### src/rtl/mem_wb_stage.sv
// MEM/WB stage: ALU results retire 1 cycle after accept; loads hold in_ready low until dc_rvalid (or watchdog), then write aligned data.
// Optional WB_INSTRET_EN adds a 64-bit retired-instruction counter; otherwise instret is tied to 0.
module mem_wb_stage #(
  parameter int unsigned TIMEOUT_CYCLES = 0
) (
  input  logic        clk,
  input  logic        rst_n,
  input  logic        in_valid,
  output logic        in_ready,
  input  logic        in_regwrite,
  input  logic [4:0]  in_rd,
  input  logic        in_memread,
  input  logic [2:0]  in_funct3,
  input  logic [1:0]  in_addr_lo,
  input  logic [31:0] in_alu_result,
  input  logic        flush,
  input  logic        dc_rvalid,
  input  logic [31:0] dc_rdata,
  output logic        regwrite,
  output logic [4:0]  write_reg,
  output logic [31:0] write_data,
  output logic        load_misaligned,
  output logic        load_timeout,
  output logic [63:0] instret
);

  typedef enum logic {IDLE, WAIT_LOAD} state_e;

  localparam bit          WD_EN   = (TIMEOUT_CYCLES != 0);
  localparam logic [15:0] WD_LAST = 16'(TIMEOUT_CYCLES - 1);

  state_e      state_q, state_d;
  logic [4:0]  rd_q, rd_d;
  logic        rw_q, rw_d;
  logic [2:0]  f3_q, f3_d;
  logic [1:0]  lo_q, lo_d;
  logic [15:0] wd_q, wd_d;
  logic        regwrite_q, regwrite_d;
  logic [4:0]  write_reg_q, write_reg_d;
  logic [31:0] write_data_q, write_data_d;
  logic        mis_q, mis_d;
  logic        to_q, to_d;

  logic        accept;
  logic        misaligned;
  logic        timeout_hit;
  logic [7:0]  ld_byte;
  logic [15:0] ld_half;
  logic [31:0] load_data;

  assign in_ready = (state_q == IDLE);
  assign accept   = in_ready && in_valid && !flush;

  // funct3[1:0]==01 covers both LH and LHU
  assign misaligned = ((in_funct3[1:0] == 2'b01) && in_addr_lo[0]) ||
                      ((in_funct3 == 3'b010) && (in_addr_lo != 2'b00));

  assign timeout_hit = WD_EN && (state_q == WAIT_LOAD) && !dc_rvalid && (wd_q == WD_LAST);

  assign ld_byte = dc_rdata[8*lo_q +: 8];
  assign ld_half = dc_rdata[16*lo_q[1] +: 16];

  always_comb begin
    load_data = dc_rdata;
    case (f3_q)
      3'b000:  load_data = {{24{ld_byte[7]}}, ld_byte};
      3'b100:  load_data = {24'd0, ld_byte};
      3'b001:  load_data = {{16{ld_half[15]}}, ld_half};
      3'b101:  load_data = {16'd0, ld_half};
      default: load_data = dc_rdata;
    endcase
  end

  always_comb begin
    state_d      = state_q;
    rd_d         = rd_q;
    rw_d         = rw_q;
    f3_d         = f3_q;
    lo_d         = lo_q;
    wd_d         = wd_q;
    regwrite_d   = 1'b0;
    write_reg_d  = write_reg_q;
    write_data_d = write_data_q;
    mis_d        = 1'b0;
    to_d         = 1'b0;
    case (state_q)
      IDLE: begin
        if (accept) begin
          if (!in_memread) begin
            regwrite_d = in_regwrite && (in_rd != 5'd0);
            if (regwrite_d) begin
              write_reg_d  = in_rd;
              write_data_d = in_alu_result;
            end
          end else if (misaligned) begin
            mis_d = 1'b1;
          end else begin
            rd_d    = in_rd;
            rw_d    = in_regwrite;
            f3_d    = in_funct3;
            lo_d    = in_addr_lo;
            wd_d    = 16'd0;
            state_d = WAIT_LOAD;
          end
        end
      end
      WAIT_LOAD: begin
        // a response in the watchdog's final cycle still completes normally
        if (dc_rvalid) begin
          regwrite_d = rw_q && (rd_q != 5'd0);
          if (regwrite_d) begin
            write_reg_d  = rd_q;
            write_data_d = load_data;
          end
          state_d = IDLE;
        end else if (timeout_hit) begin
          to_d    = 1'b1;
          state_d = IDLE;
        end else if (WD_EN) begin
          wd_d = wd_q + 16'd1;
        end
      end
      default: state_d = IDLE;
    endcase
  end

  always_ff @(posedge clk) begin
    if (!rst_n) begin
      state_q      <= IDLE;
      rd_q         <= 5'd0;
      rw_q         <= 1'b0;
      f3_q         <= 3'd0;
      lo_q         <= 2'd0;
      wd_q         <= 16'd0;
      regwrite_q   <= 1'b0;
      write_reg_q  <= 5'd0;
      write_data_q <= 32'd0;
      mis_q        <= 1'b0;
      to_q         <= 1'b0;
    end else begin
      state_q      <= state_d;
      rd_q         <= rd_d;
      rw_q         <= rw_d;
      f3_q         <= f3_d;
      lo_q         <= lo_d;
      wd_q         <= wd_d;
      regwrite_q   <= regwrite_d;
      write_reg_q  <= write_reg_d;
      write_data_q <= write_data_d;
      mis_q        <= mis_d;
      to_q         <= to_d;
    end
  end

  assign regwrite        = regwrite_q;
  assign write_reg       = write_reg_q;
  assign write_data      = write_data_q;
  assign load_misaligned = mis_q;
  assign load_timeout    = to_q;

`ifdef WB_INSTRET_EN
  logic [63:0] instret_q;
  logic        complete;

  // counts retirements whether or not they write rd
  assign complete = (accept && !in_memread) || ((state_q == WAIT_LOAD) && dc_rvalid);

  always_ff @(posedge clk) begin
    if (!rst_n) begin
      instret_q <= 64'd0;
    end else if (complete) begin
      instret_q <= instret_q + 64'd1;
    end
  end

  assign instret = instret_q;
`else
  assign instret = 64'd0;
`endif

endmodule

### config.mk
export PLATFORM = sky130hd
export DESIGN_NAME = mem_wb_stage
export DESIGN_NICKNAME = d
export VERILOG_FILES = /design/src/rtl/mem_wb_stage.sv
export SDC_FILE = /design/constraint.sdc
export NUM_CORES = 1
export LEC_CHECK = 0
export ABC_AREA = 1
export CORE_MARGIN = 2
export CORE_UTILIZATION = 23
export CTS_CLUSTER_SIZE = 30
export DETAILED_ROUTE_END_ITERATION = 8
export DONT_BUFFER_PORTS = 1
export PLACE_DENSITY = 0.37
export SLEW_MARGIN = 0
export SYNTH_ARGS = -nofsm -noshare
export SYNTH_HDL_FRONTEND = slang
export SYNTH_SLANG_ARGS = --single-unit
### constraint.sdc
create_clock -name clk -period 1.6 [get_ports clk]
set_input_delay 0.32 -clock clk [delete_from_list [all_inputs] [get_ports clk]]
set_output_delay 0.32 -clock clk [all_outputs]
set_load 0.01 [all_outputs]
==> out/summary.txt <==
max-slew violation count -> 0
busiest grt layer -> met2
RePlAce Congestion -> 0.848
multi-input logic area -> 0.00203 mm^2
EDFF count, synth -> 0
Die X -> 129 um
PnR worst setup slack -> 0.148 ns
P_leak -> 1.78 nW
Setup-failing EPs final -> 0
Design Power -> 2.98 mW
antenna cell count -> 0
VDD IR max -> 383 uV
Max-cap violations -> 0
# clock sinks -> 51
RSZ-0062 raised after global routing -> no
fin crit share -> 90.8%
clock buffer depth -> 2
sequential area share after synthesis -> 28.5%
pwr/cell area -> 796 mW/mm^2
fmax -> 0.689 GHz
area delta synth->final -> 4.58%
htree depth -> 2
Nets -> 646
Total GRT Usage -> 14.2%
vias in the first global route -> 3,266
drt pass-1 iters -> 4
core area -> 0.0152 mm^2
hold_sp -> rst_n
antenna violations before repair -> 0
DP Worst Slack -> 0.139 ns
post-CTS setup buffer count -> 0
Clk Latency, worst-skew pair -> 0.31 ns
number of remaining DRC errors -> 0
fraction of layout cells with a size suffix above 1 -> 7.24%
port bufs -> 0
Netlist Area Pre-Place -> 0.00358 mm^2
CTS tree -> built
most common cell in the synthesized netlist -> nand2_1
met3 usage -> 5.57%
first-pass GRT wire length -> 18.0 mm
Post-Synthesis Cells -> 568
sequential standard cell area -> 0.00102 mm^2
non-filler cells, final -> 754
Clock Pin Slew Worst Setup and Hold Paths -> 0.08 ns
type of the worst setup path -> flip-flop to flip-flop
Placed Cells -> 746
final WL -> 11.7 mm
Syn Area/Cell -> 6.30 um^2
Placement Rows -> 45
vias per std cell -> 4.36
startpoint types -> flip-flop
met2 Use GR -> 23.1%
drt wl/cell -> 15.5 um
initial core utilization -> 23.5%
Synth Register Bits -> 51
Die Y -> 129 um
crit path DAT -> 1.65 ns
CTS Buf Count -> 5
GR Util met1 -> 17.2%
max reg flops -> 32
HPWL after DPL -> 9.19 mm
ANT nets after route -> 0
Root Driver -> clkbuf_16
critical path peak fanout -> 12
Cell variety after synth -> 30
CP Data Required Time -> 1.80 ns
I/O pin count -> 186
Clock Skew -> 0.0129 ns
reg2reg start -> state_q$_SDFF_PN0_
Synth top cells by count -> nand2_1, nor2_1, buf_4
Die Footprint -> 0.0166 mm^2
status -> complete, no violations
Hold Vio Cnt, Final -> 0
Synth Flop Type -> dfxtp_1
total gr overflow -> 0
synthesis warning total -> 0
Critical path origin -> state_q$_SDFF_PN0_
Via Count -> 3,287
synth top area cells -> dfxtp_1, nand2_1, buf_4
top cell type's share of synthesized area -> 28.5%
post-route minimum period -> 1.45 ns
share of synthesized registers carrying an async set or reset -> 0%
FILL cells -> 1,755
Crit. End Element -> flip-flop
TNS Setup -> 0 ns
largest net degree at the start of global routing -> 44
Yosys top cell by area -> dfxtp_1
initial detailed-routing violation count -> 123
HP Class -> input pin to flip-flop
## layer usage
metal / wire, um / vias to the layer above
li1: - / 1663
met4: 218 / 0
met1: 5130 / 1475
met3: 1120 / 16
met2: 5240 / 133
met5: 0 / -
## layout make-up
class                      count  area share (%)
clock buffer                   6            3.44
clock inverter                 2           0.468
inverter                      28            2.81
multi-input combinational    459            54.4
sequential                    51            27.3
tap                          188            6.29
timing repair buffer          20            5.35
## metrics by stage
stage / util (%) / area (um^2) / hold slack [ns]
detailed placement: 23.6 / 3590 / 0.453
floorplan: - / 3820 / 0.452
finish: 24.6 / 3740 / 0.131
global route: 24.6 / 3740 / 0.123
global placement: 23.6 / 3590 / 0.452
CTS: 24.6 / 3740 / 0.115
## where the power goes
group / internal, mW / switching [mW]
clock: 0.589 / 0.537
sequential: 1.31 / 0.0426
combinational: 0.165 / 0.338
total: 2.06 / 0.917
## cell families (layout without fill, tap and decap cells)
kind of cell	Yosys count	count (layout)	synth area share [%]
AOI/OAI and AO/OA	82	82	12.3
buffers and inverters	122	56	21.4
DFF	51	51	28.5
muxes	4	4	1.12
other	1	65	0.105
and+or+nand+nor	308	308	36.5
## placed cells by master (no fill, tap or decap), drive strengths merged
cell type,instances
clkbuf,6
conb,65
mux2i,4
o211ai,2
nand3,32
nand3b,15
nand2,164
buf,20
a21boi,9
nand4,1
o21ai,26
clkinv,2
nor2,90
dfxtp,51
or2,2
o21a,1
inv,28
nor3,4
a21oi,44
## critical path, cell delays in order, from the launching register on
cell	delay, ns
dfxtp_1	0.36
inv_2	0.11
nand4_1	0.15
inv_1	0.09
nand2_1	0.25
o21ai_0	0.32
nor2_1	0.07
## final timing paths
kind | end | slack [ns] | depth (start not counted)
max | lo_q[0]$_SDFFE_PN0P_ | 0.15 | 6
min | write_data[2]$_SDFFE_PN0P_ | 0.13 | 2
max reg2reg | lo_q[0]$_SDFFE_PN0P_ | 0.15 | 6
min reg2reg | rw_q$_SDFFE_PN0P_ | 0.50 | 2
## what timing repair did
| item | 4_1_cts | 5_1_grt |
|---|---|---|
| gates resized for setup | 0 | 2 |
| hold buffers | 0 | 0 |
| endpoints found under the setup margin | 0 | 2 |
No activity file was read; power rests on OpenSTA's default activity.
